--- src/rtl/sumador_pkg.sv ---
`default_nettype none
// ============================================================================
//  Module      : sumador_pkg
//  Description : Shared constants for the serial subtractor slice.
//  Revision    : 1.0 - initial release
// ============================================================================
package sumador_pkg;

    localparam int DEFAULT_WIDTH = 8;

    typedef logic [1:0] state_t;

    localparam state_t ST_IDLE = 2'd0;
    localparam state_t ST_RUN  = 2'd1;
    localparam state_t ST_DONE = 2'd2;

endpackage
`default_nettype wire

--- src/rtl/full_subtractor.sv ---
`default_nettype none
// ============================================================================
//  Module      : full_subtractor
//  Description : Combinational 1-bit full-subtractor cell (a - b - bin).
//  Revision    : 1.0 - initial release
// ============================================================================
module full_subtractor (
    input  logic a,
    input  logic b,
    input  logic bin,
    output logic d,
    output logic bout
);

    logic w_axb;

    assign w_axb = a ^ b;
    assign d     = w_axb ^ bin;
    assign bout  = (~a & b) | (~w_axb & bin);

endmodule
`default_nettype wire

--- src/rtl/serial_subtractor.sv ---
`default_nettype none
// ============================================================================
//  Module      : serial_subtractor
//  Description : Bit-serial LSB-first two's-complement subtractor A - B - bin.
//  Revision    : 1.0 - initial release
// ============================================================================
module serial_subtractor
    import sumador_pkg::*;
#(
    parameter int WIDTH = DEFAULT_WIDTH
) (
    input  logic             clk,
    input  logic             rst_n,
    input  logic             start,
    input  logic             borrow_in,
    input  logic             bit_valid,
    input  logic             a_bit,
    input  logic             b_bit,
    output logic             busy,
    output logic             diff_bit,
    output logic             diff_valid,
    output logic             done,
    output logic [WIDTH-1:0] result,
    output logic             borrow_out,
    output logic             overflow
);

    localparam int             CW     = $clog2(WIDTH + 1);
    localparam logic [CW-1:0]  C_FULL = CW'(WIDTH);
    localparam logic [CW-1:0]  C_LAST = CW'(WIDTH - 1);

    state_t            r_state;
    logic [CW-1:0]     r_count;
    logic              r_borrow_q;
    logic [WIDTH-1:0]  r_result;
    logic              r_diff_bit;
    logic              r_diff_valid;
    logic              r_borrow_out;
    logic              r_overflow;

    logic              w_d;
    logic              w_bnext;
    logic              w_accept;

    full_subtractor u_cell (
        .a    (a_bit),
        .b    (b_bit),
        .bin  (r_borrow_q),
        .d    (w_d),
        .bout (w_bnext)
    );

    // Count guard keeps the counter from ever passing WIDTH.
    assign w_accept = (r_state == ST_RUN) && bit_valid && (r_count < C_FULL);

    always_ff @(posedge clk or negedge rst_n) begin
        if (!rst_n) begin
            r_state      <= ST_IDLE;
            r_count      <= '0;
            r_borrow_q   <= 1'b0;
            r_result     <= '0;
            r_diff_bit   <= 1'b0;
            r_diff_valid <= 1'b0;
            r_borrow_out <= 1'b0;
            r_overflow   <= 1'b0;
        end else begin
            r_diff_valid <= w_accept;
            case (r_state)
                ST_IDLE: begin
                    if (start) begin
                        r_state      <= ST_RUN;
                        r_borrow_q   <= borrow_in;
                        r_count      <= '0;
                        r_result     <= '0;
                        r_borrow_out <= 1'b0;
                        r_overflow   <= 1'b0;
                    end
                end
                ST_RUN: begin
                    if (w_accept) begin
                        r_borrow_q <= w_bnext;
                        r_result   <= {w_d, r_result[WIDTH-1:1]};
                        r_diff_bit <= w_d;
                        r_count    <= r_count + 1'b1;
                        if (r_count == C_LAST) begin
                            r_borrow_out <= w_bnext;
                            // Borrow into the MSB differs from borrow out of it.
                            r_overflow   <= r_borrow_q ^ w_bnext;
                            r_state      <= ST_DONE;
                        end
                    end
                end
                ST_DONE: begin
                    r_state <= ST_IDLE;
                end
                default: begin
                    r_state <= ST_IDLE;
                end
            endcase
        end
    end

    assign busy       = (r_state != ST_IDLE);
    assign done       = (r_state == ST_DONE);
    assign diff_bit   = r_diff_bit;
    assign diff_valid = r_diff_valid;
    assign result     = r_result;
    assign borrow_out = r_borrow_out;
    assign overflow   = r_overflow;

endmodule
`default_nettype wire

--- config.mk ---
export PLATFORM = sky130hd
export DESIGN_NAME = serial_subtractor
export DESIGN_NICKNAME = d
export VERILOG_FILES = /design/src/rtl/sumador_pkg.sv /design/src/rtl/full_subtractor.sv /design/src/rtl/serial_subtractor.sv
export SDC_FILE = /design/constraint.sdc
export NUM_CORES = 1
export LEC_CHECK = 0
export CORE_MARGIN = 8
export CORE_UTILIZATION = 30
export CTS_BUF_LIST = sky130_fd_sc_hd__clkbuf_4 sky130_fd_sc_hd__clkbuf_8 sky130_fd_sc_hd__clkbuf_16
export CTS_CLUSTER_DIAMETER = 60
export DETAILED_ROUTE_END_ITERATION = 6
export HOLD_SLACK_MARGIN = 0.02
export SETUP_SLACK_MARGIN = 0.5
export SLEW_MARGIN = 40
export SYNTH_ARGS = -nofsm -noshare
export SYNTH_HDL_FRONTEND = slang
export SYNTH_SLANG_ARGS = --single-unit
--- constraint.sdc ---
create_clock -name clk -period 2.8 [get_ports clk]
set_input_delay 0.56 -clock clk [delete_from_list [all_inputs] [get_ports clk]]
set_output_delay 0.56 -clock clk [all_outputs]
set_load 0.01 [all_outputs]
==> results of run 1 <==
## metal layers
layer / vias up / track usage, % / share of wire, %
li1: 272 / - / -
met1: 265 / 9.41 / 45
met2: 19 / 11.0 / 41
met5: - / 0 / 0
met3: 2 / 6.05 / 13
met4: 0 / 2.30 / 0.50
## through the flow
stage                     area (µm²)  hold WS (ns)  setup WS (ns)  utilization, %
after floorplan                  806         0.264           1.21               -
after global placement          1020         0.475          0.759            40.3
after detailed placement        1010         0.479          0.724            40.1
after CTS                       1040         0.189          0.720            41.2
after global routing            1040         0.192          0.667            41.2
final                           1040         0.180          0.735            41.2
## cell type report
| type | instances | area, µm² | share of cell area [%] |
|---|---|---|---|
| Clock buffer | 3 | 22.5 | 2.17 |
| Multi-Input combinational cell | 41 | 295 | 28.4 |
| Timing Repair Buffer | 20 | 195 | 18.8 |
| Inverter | 2 | 7.51 | 0.723 |
| Tap cell | 30 | 37.5 | 3.61 |
| Clock inverter | 1 | 5.00 | 0.482 |
| Sequential cell | 19 | 475 | 45.8 |
## cells by family (layout without fill, tap and decap cells)
kind of cell	after synthesis	count (layout)	share of synthesized area, %
AO/OA/AOI/OAI	16	16	14.1
adder cells (fa/ha/maj)	2	2	4.04
buffers and inverters	5	26	4.35
AND/OR/NAND/NOR	20	20	14.9
XOR/XNOR	1	1	1.09
flip-flops	19	19	59.0
multiplexers	2	2	2.48
## critical path: cells and delay by family (launching register included)
kind / cells / cell delay [ns]
buf+inv: 1 / 0.48
simple gates: 1 / 0.30
flops: 1 / 0.43
## power by group through the flow
| stage | clock, µW | combinational (µW) | sequential (µW) |
|---|---|---|---|
| after floorplan | 0 | 233 | 491 |
| after global placement | 0 | 452 | 472 |
| after detailed placement | 0 | 452 | 469 |
| after CTS | 145 | 455 | 467 |
| after global routing | 157 | 490 | 486 |
| final | 138 | 443 | 466 |
## state kept, by name, summed over array words and instances (netlist names)
register,count
result,8
r_count,4
r_state,2
borrow_out,1
diff_bit,1
diff_valid,1
overflow,1
r_borrow_q,1
## final timing paths
path / cells past startpoint / slack (ns) / from / to
setup / recovery: 2 / 0.73 / r_state[0] / busy
hold / removal: 1 / 0.18 / rst_n / r_borrow_q
setup reg to reg: 3 / 1.30 / r_state[0] / result[6]
hold reg to reg: 2 / 0.49 / diff_bit / diff_bit
max in group asynchronous: 1 / 2.32 / rst_n / result[6]
min in group clk: 2 / 0.49 / diff_bit / diff_bit
## placed cells by master, fill, tap and decap left out, types with 2 or more instances in the layout
master and n:
clkbuf_4 3, a22o_1 8, nand2_1 6, mux2i_1 2
nand3_1 5, clkdlybuf4s50_1 19, o21ai_0 6, dfrtp_1 19
==> PnR_summary.wiki, run 1 <==
{| class="wikitable"
! Metric !! Value
|-
| Run status || finished, final reports clean
|-
| Net count, final || 96
|-
| Part of the Yosys area used for sequential elements || 59.0%
|-
| Setup repair after global routing missed its margin || no
|-
| Largest net degree at the start of global routing || 20
|-
| Switching share of total power || 34.4%
|-
| Overall die width || 67.8 µm
|-
| Maximum single-stage delay on the critical path || 0.48 ns
|-
| Fin Clk Skew || 0.00339 ns
|-
| Number of gates given a new drive strength after cts || 0
|-
| Post-Synthesis Mean Instance Area || 12.4 µm²
|-
| Fin cells || 116
|-
| Final number of hold-violating endpoints || 0
|-
| Flip-flop and latch count after synthesis || 19
|-
| Slowest library cell on the worst path || clkdlybuf4s50_1
|-
| Max Freq || 484 MHz
|-
| Number of sinks handled by clock tree synthesis || 19
|-
| Share of the synthesized area in the top cell type || 59.0%
|-
| Power share of the clock group || 13.2%
|-
| Via Count || 558
|-
| Count of flip-flops with a built-in enable after synthesis || 0
|-
| Largest fanout on the critical path || 6
|-
| Instance count of the mapped netlist || 65
|-
| Number of distinct standard cells referenced by the synthesized netlist || 24
|-
| Number of buffers created by CTS || 3
|-
| Most common cell in the synthesized netlist || dfrtp_1
|-
| First DRT Iteration DRCs || 20
|-
| Largest area contributor in the synthesized netlist || dfrtp_1
|-
| Sum of routed wire length over all layers || 1620 µm
|-
| CTS root buffer || clkbuf_4
|-
| Synthesized area || 806 µm²
|-
| Post-CTS setup-driven buffer insertion count || 0
|-
| Fillcell total || 260
|-
| Global placement routability congestion || 0.724
|-
| Total Power || 1050 µW
|-
| Overflow left after global routing || 0
|-
| Maximum buffer depth of the clock tree || 2
|-
| Overall routing resource usage || 7.95%
|-
| Path type of the worst min-delay path || in -> async
|-
| Peak supply drop || 0.586 mV
|-
| Type of the worst setup path || reg -> out
|-
| Area enclosed by the die boundary || 0.00460 mm²
|-
| Via density || 4.81
|-
| Total of hold buffers inserted after clock tree synthesis || 0
|-
| Final critical-path share of the clock period || 73.8%
|-
| Most numerous cell types in the synthesized netlist || 19 x dfrtp_1, 8 x a22o_1, 6 x nand2_1, 6 x o21ai_0, 5 x nand3_1
|-
| Wire length of the first global-routing pass || 2740 µm
|-
| Async set or reset register ratio after synthesis || 100%
|-
| Vias in the first global route || 589
|-
| Endpoints failing setup || 0
|-
| Synth Net Count || 74
|-
| Pins Over Slew Limit || 0
|-
| Post-route ant nets || 0
|-
| Number of placement rows || 18
|-
| Min cycle time layout || 2.07 ns
|-
| Design internal power || 686 µW
|-
| Area of the core || 0.00252 mm²
|-
| Share of power burned in registers || 44.5%
|-
| First-pass detailed-route iteration total || 2
|-
| Switching component of the power || 360 µW
|-
| CTS H-tree depth || 1
|-
| Vertical extent of the die || 67.8 µm
|-
| Slew margin rel. || 71.6%
|-
| Power per cell area || 1010 mW/mm²
|-
| Antenna violations before repair || 0
|-
| Max capacitance violation total || 0
|-
| Port buffer count || 20
|-
| Placed Instances || 112
|-
| Ys flop type || dfrtp_1
|-
| Clock network latency to the later pin of the worst-skew pair || 0.30 ns
|-
| WL per Instance || 13.9 µm
|-
| Number of warnings reported in the yosys synthesis log || 0
|-
| Combinational power share || 42.4%
|-
| Cells along the critical path || or2_2 > clkdlybuf4s50_1
|-
| CTS tree || yes
|-
| IO Count || 21
|-
| Data arrival time of the critical path || 1.51 ns
|-
| Clock transition at the register clock pins on the worst setup and hold paths after CTS || 0.11 ns
|-
| Kind of capture point of the worst setup path || primary output
|-
| Cells taking the most area after synthesis || dfrtp_1 59%, a22o_1 8.7%, o21ai_0 3.7%, nand3_1 3.1%, buf_6 2.8%
|-
| Initial cell density of the core || 31.9%
|-
| Total Neg Setup Slack || 0 ns
|-
| Req. time, crit path || 2.24 ns
|-
| Area growth from synthesis to final layout || 28.9%
|-
| Post-route DRC || 0
|-
| Leakage dissipation || 0.000474 µW
|-
| Transition time at the pin with the least slew margin || 0.427 ns
|-
| Share of post-route cells with drive strength above 1 || 9.30%
|-
| Inserted Diodes || 0
|-
| Startpoint types || flop
|}
Power figures use the tool's default switching activity.
==> run 2: changes to the inputs <==
- clock period: 2.8 -> 2.13 ns (I/O delays scaled with it)
==> PnR_summary.wiki, run 2 (synthesis gave the netlist of run 1 again) <==
{| class="wikitable"
! Metric !! Value
|-
| Worst path bufs/invs || 1 (unchanged)
|-
| Commonest cells after routing, fill and taps aside || 19 x dfrtp_1, 11 x dlygate4sd2_1, 8 x a22o_1
|-
| Switching component of the power || 481 µW (+34%)
|-
| Number of placement rows || 18 (unchanged)
|-
| Port buffer count || 20 (unchanged)
|-
| Number of sinks handled by clock tree synthesis || 19 (unchanged)
|-
| Net count, final || 101 (+5.2%)
|-
| Req. time, crit path || 1.70 ns (-0.54 ns)
|-
| Vertical extent of the die || 67.8 µm (unchanged)
|-
| Share of post-route cells with drive strength above 1 || 14.3% (+5.0 points)
|-
| First-pass detailed-route iteration total || 3 (+1)
|-
| Total Power || 1340 µW (+28%)
|-
| Power share of the clock group || 13.2% (about the same)
|-
| Maximum buffer depth of the clock tree || 2 (unchanged)
|-
| Reg2reg setup slack || 0.69 ns (-0.61 ns)
|-
| Slew margin rel. || 84.0% (+12 points)
|-
| Design internal power || 863 µW (+26%)
|-
| Hpwl dp || 1280 µm
|-
| Overall die width || 67.8 µm (unchanged)
|-
| IO Count || 21 (unchanged)
|-
| Inserted Diodes || 0 (unchanged)
|-
| Type of the worst setup path || reg -> out
|-
| Clock network latency to the later pin of the worst-skew pair || 0.29 ns (about the same)
|-
| First DRT Iteration DRCs || 9 (-55%)
|-
| Area enclosed by the die boundary || 0.00460 mm² (unchanged)
|-
| Largest net degree at the start of global routing || 20 (unchanged)
|-
| Post-route DRC || 0 (unchanged)
|-
| CTS root buffer || clkbuf_4
|-
| Area growth from synthesis to final layout || 32.1%
|-
| CTS H-tree depth || 1 (unchanged)
|-
| Cells along the critical path || clkdlybuf4s50_1
|-
| Max Freq || 637 MHz
|-
| WL per Instance || 14.4 µm (+3.2%)
|-
| Number of buffers created by CTS || 3 (unchanged)
|-
| Data arrival time of the critical path || 1.14 ns (-0.37 ns)
|-
| Sum of routed wire length over all layers || 1740 µm (+7.6%)
|-
| Final critical-path share of the clock period || 73.7%
|-
| Maximum single-stage delay on the critical path || 0.53 ns (+0.05 ns)
|-
| Via Count || 579 (+3.8%)
|-
| Run status || finished, final reports clean
|-
| Antenna violations before repair || 0 (unchanged)
|-
| CTS tree || yes
|-
| Combinational power share || 41.6% (-0.8 points)
|-
| Share of power burned in registers || 45.2% (+0.7 points)
|-
| Largest fanout on the critical path || 1 (-5)
|-
| Kind of capture point of the worst setup path || primary output
|-
| Transition time at the pin with the least slew margin || 0.240 ns (-0.186 ns)
|-
| Slowest library cell on the worst path || clkdlybuf4s50_1
|-
| R2r worst-path depth || 4 (+1)
|-
| Setup repair after global routing missed its margin || no
|-
| Max capacitance violation total || 0 (unchanged)
|-
| Power per cell area || 1260 mW/mm² (+25%)
|-
| Area of the core || 0.00252 mm² (unchanged)
|-
| Post-route ant nets || 0 (unchanged)
|-
| Beginning of the worst register-to-register path || r_state[0]
|-
| Most common cell after layout, fill and taps aside || dfrtp_1
|-
| Endpoints failing setup || 0 (unchanged)
|-
| Initial cell density of the core || 31.9% (unchanged)
|-
| Flip-flop count of the largest register, all copies and words added || 8 (unchanged)
|-
| Via density || 4.79 (-0.52%)
|-
| Overflow left after global routing || 0 (unchanged)
|-
| Pins Over Slew Limit || 0 (unchanged)
|-
| Global placement routability congestion || 0.720 (-0.50%)
|-
| Fin Clk Skew || 0.0101 ns (+0.00668 ns)
|-
| Endpoint of the worst register-to-register path || result[1]
|-
| Switching share of total power || 35.8% (+1.4 points)
|-
| Final number of hold-violating endpoints || 0 (unchanged)
|-
| Min cycle time layout || 1.57 ns
|-
| Total Neg Setup Slack || 0 ns (unchanged)
|-
| Vias in the first global route || 655 (+11%)
|-
| Startpoint types || flop
|-
| Overall routing resource usage || 8.03% (+0.073 points)
|-
| Path type of the worst min-delay path || in -> async
|-
| Clock transition at the register clock pins on the worst setup and hold paths after CTS || 0.11 ns (about the same)
|-
| Largest delay contributor family on the critical path || buffers and inverters
|-
| Wire length of the first global-routing pass || 2880 µm (+5.3%)
|-
| Peak supply drop || 0.731 mV (+25%)
|-
| Leakage dissipation || 0.000556 µW (+17%)
|}
-- run 2: cell count changes in the layout (fill, tap and decap cells not counted), sizes merged --
cell and delta:
clkdlybuf4s50 -12, dlygate4sd2 +11, buf +4, clkbuf +1
dlymetal6s2s +1
-- run 2: layout make-up --
type	count	area [µm²]
multi-input combinational	41	295
tap	30	37.5
timing repair buffer	25	221
fill	262	1460
inverter	2	7.51
clock inverter	1	5.00
clock buffer	3	22.5
sequential	19	475
-- run 2: repair_timing --
| action | CTS | global route |
|---|---|---|
| gates resized for setup | 12 | 3 |
| hold buffers | 0 | 0 |
| buffers inserted | 2 | 0 |
| setup endpoints to repair | 12 | 2 |
-- run 2: routing by layer --
layer | share of wire [%] | GRT usage, % | vias up
met5 | 0 | 0 | -
met4 | 1.4 | 4.60 | 0
met3 | 5.5 | 2.12 | 4
met2 | 45 | 13.4 | 19
met1 | 48 | 9.14 | 274
li1 | - | - | 282
-- run 2: worst max-delay path by stage --
stage               start          to  slack, ns  depth (start not counted)
3_5_place_dp        a_bit    overflow       0.25                          6
4_1_cts        r_state[0]        busy       0.43                          2
6_report       diff_valid  diff_valid       0.56                          1
2_1_floorplan       start   result[1]       0.68                          5
3_3_place_gp        a_bit    overflow       0.30                          6
5_1_grt        diff_valid  diff_valid       0.51                          1
-- run 2: power groups by stage --
stage | registers (µW) | clock network [µW] | logic [µW]
finish | 608 | 177 | 559
global route | 626 | 201 | 624
CTS | 610 | 184 | 581
detailed placement | 622 | 0 | 620
global placement | 619 | 0 | 612
floorplan | 645 | 0 | 306
-- run 2: per-stage QoR --
| stage | hold WS (ns) | instances | setup slack [ns] | util, % | area (µm²) |
|---|---|---|---|---|---|
| 5_1_grt | 0.469 | 121 | 0.513 | 42.2 | 1060 |
| 6_report | 0.460 | 121 | 0.561 | 42.2 | 1060 |
| 3_5_place_dp | 0.486 | 115 | 0.246 | 41.2 | 1040 |
| 2_1_floorplan | 0.130 | 65 | 0.676 | - | 806 |
| 4_1_cts | 0.463 | 121 | 0.433 | 42.3 | 1070 |
| 3_3_place_gp | 0.469 | 115 | 0.301 | 41.2 | 1040 |
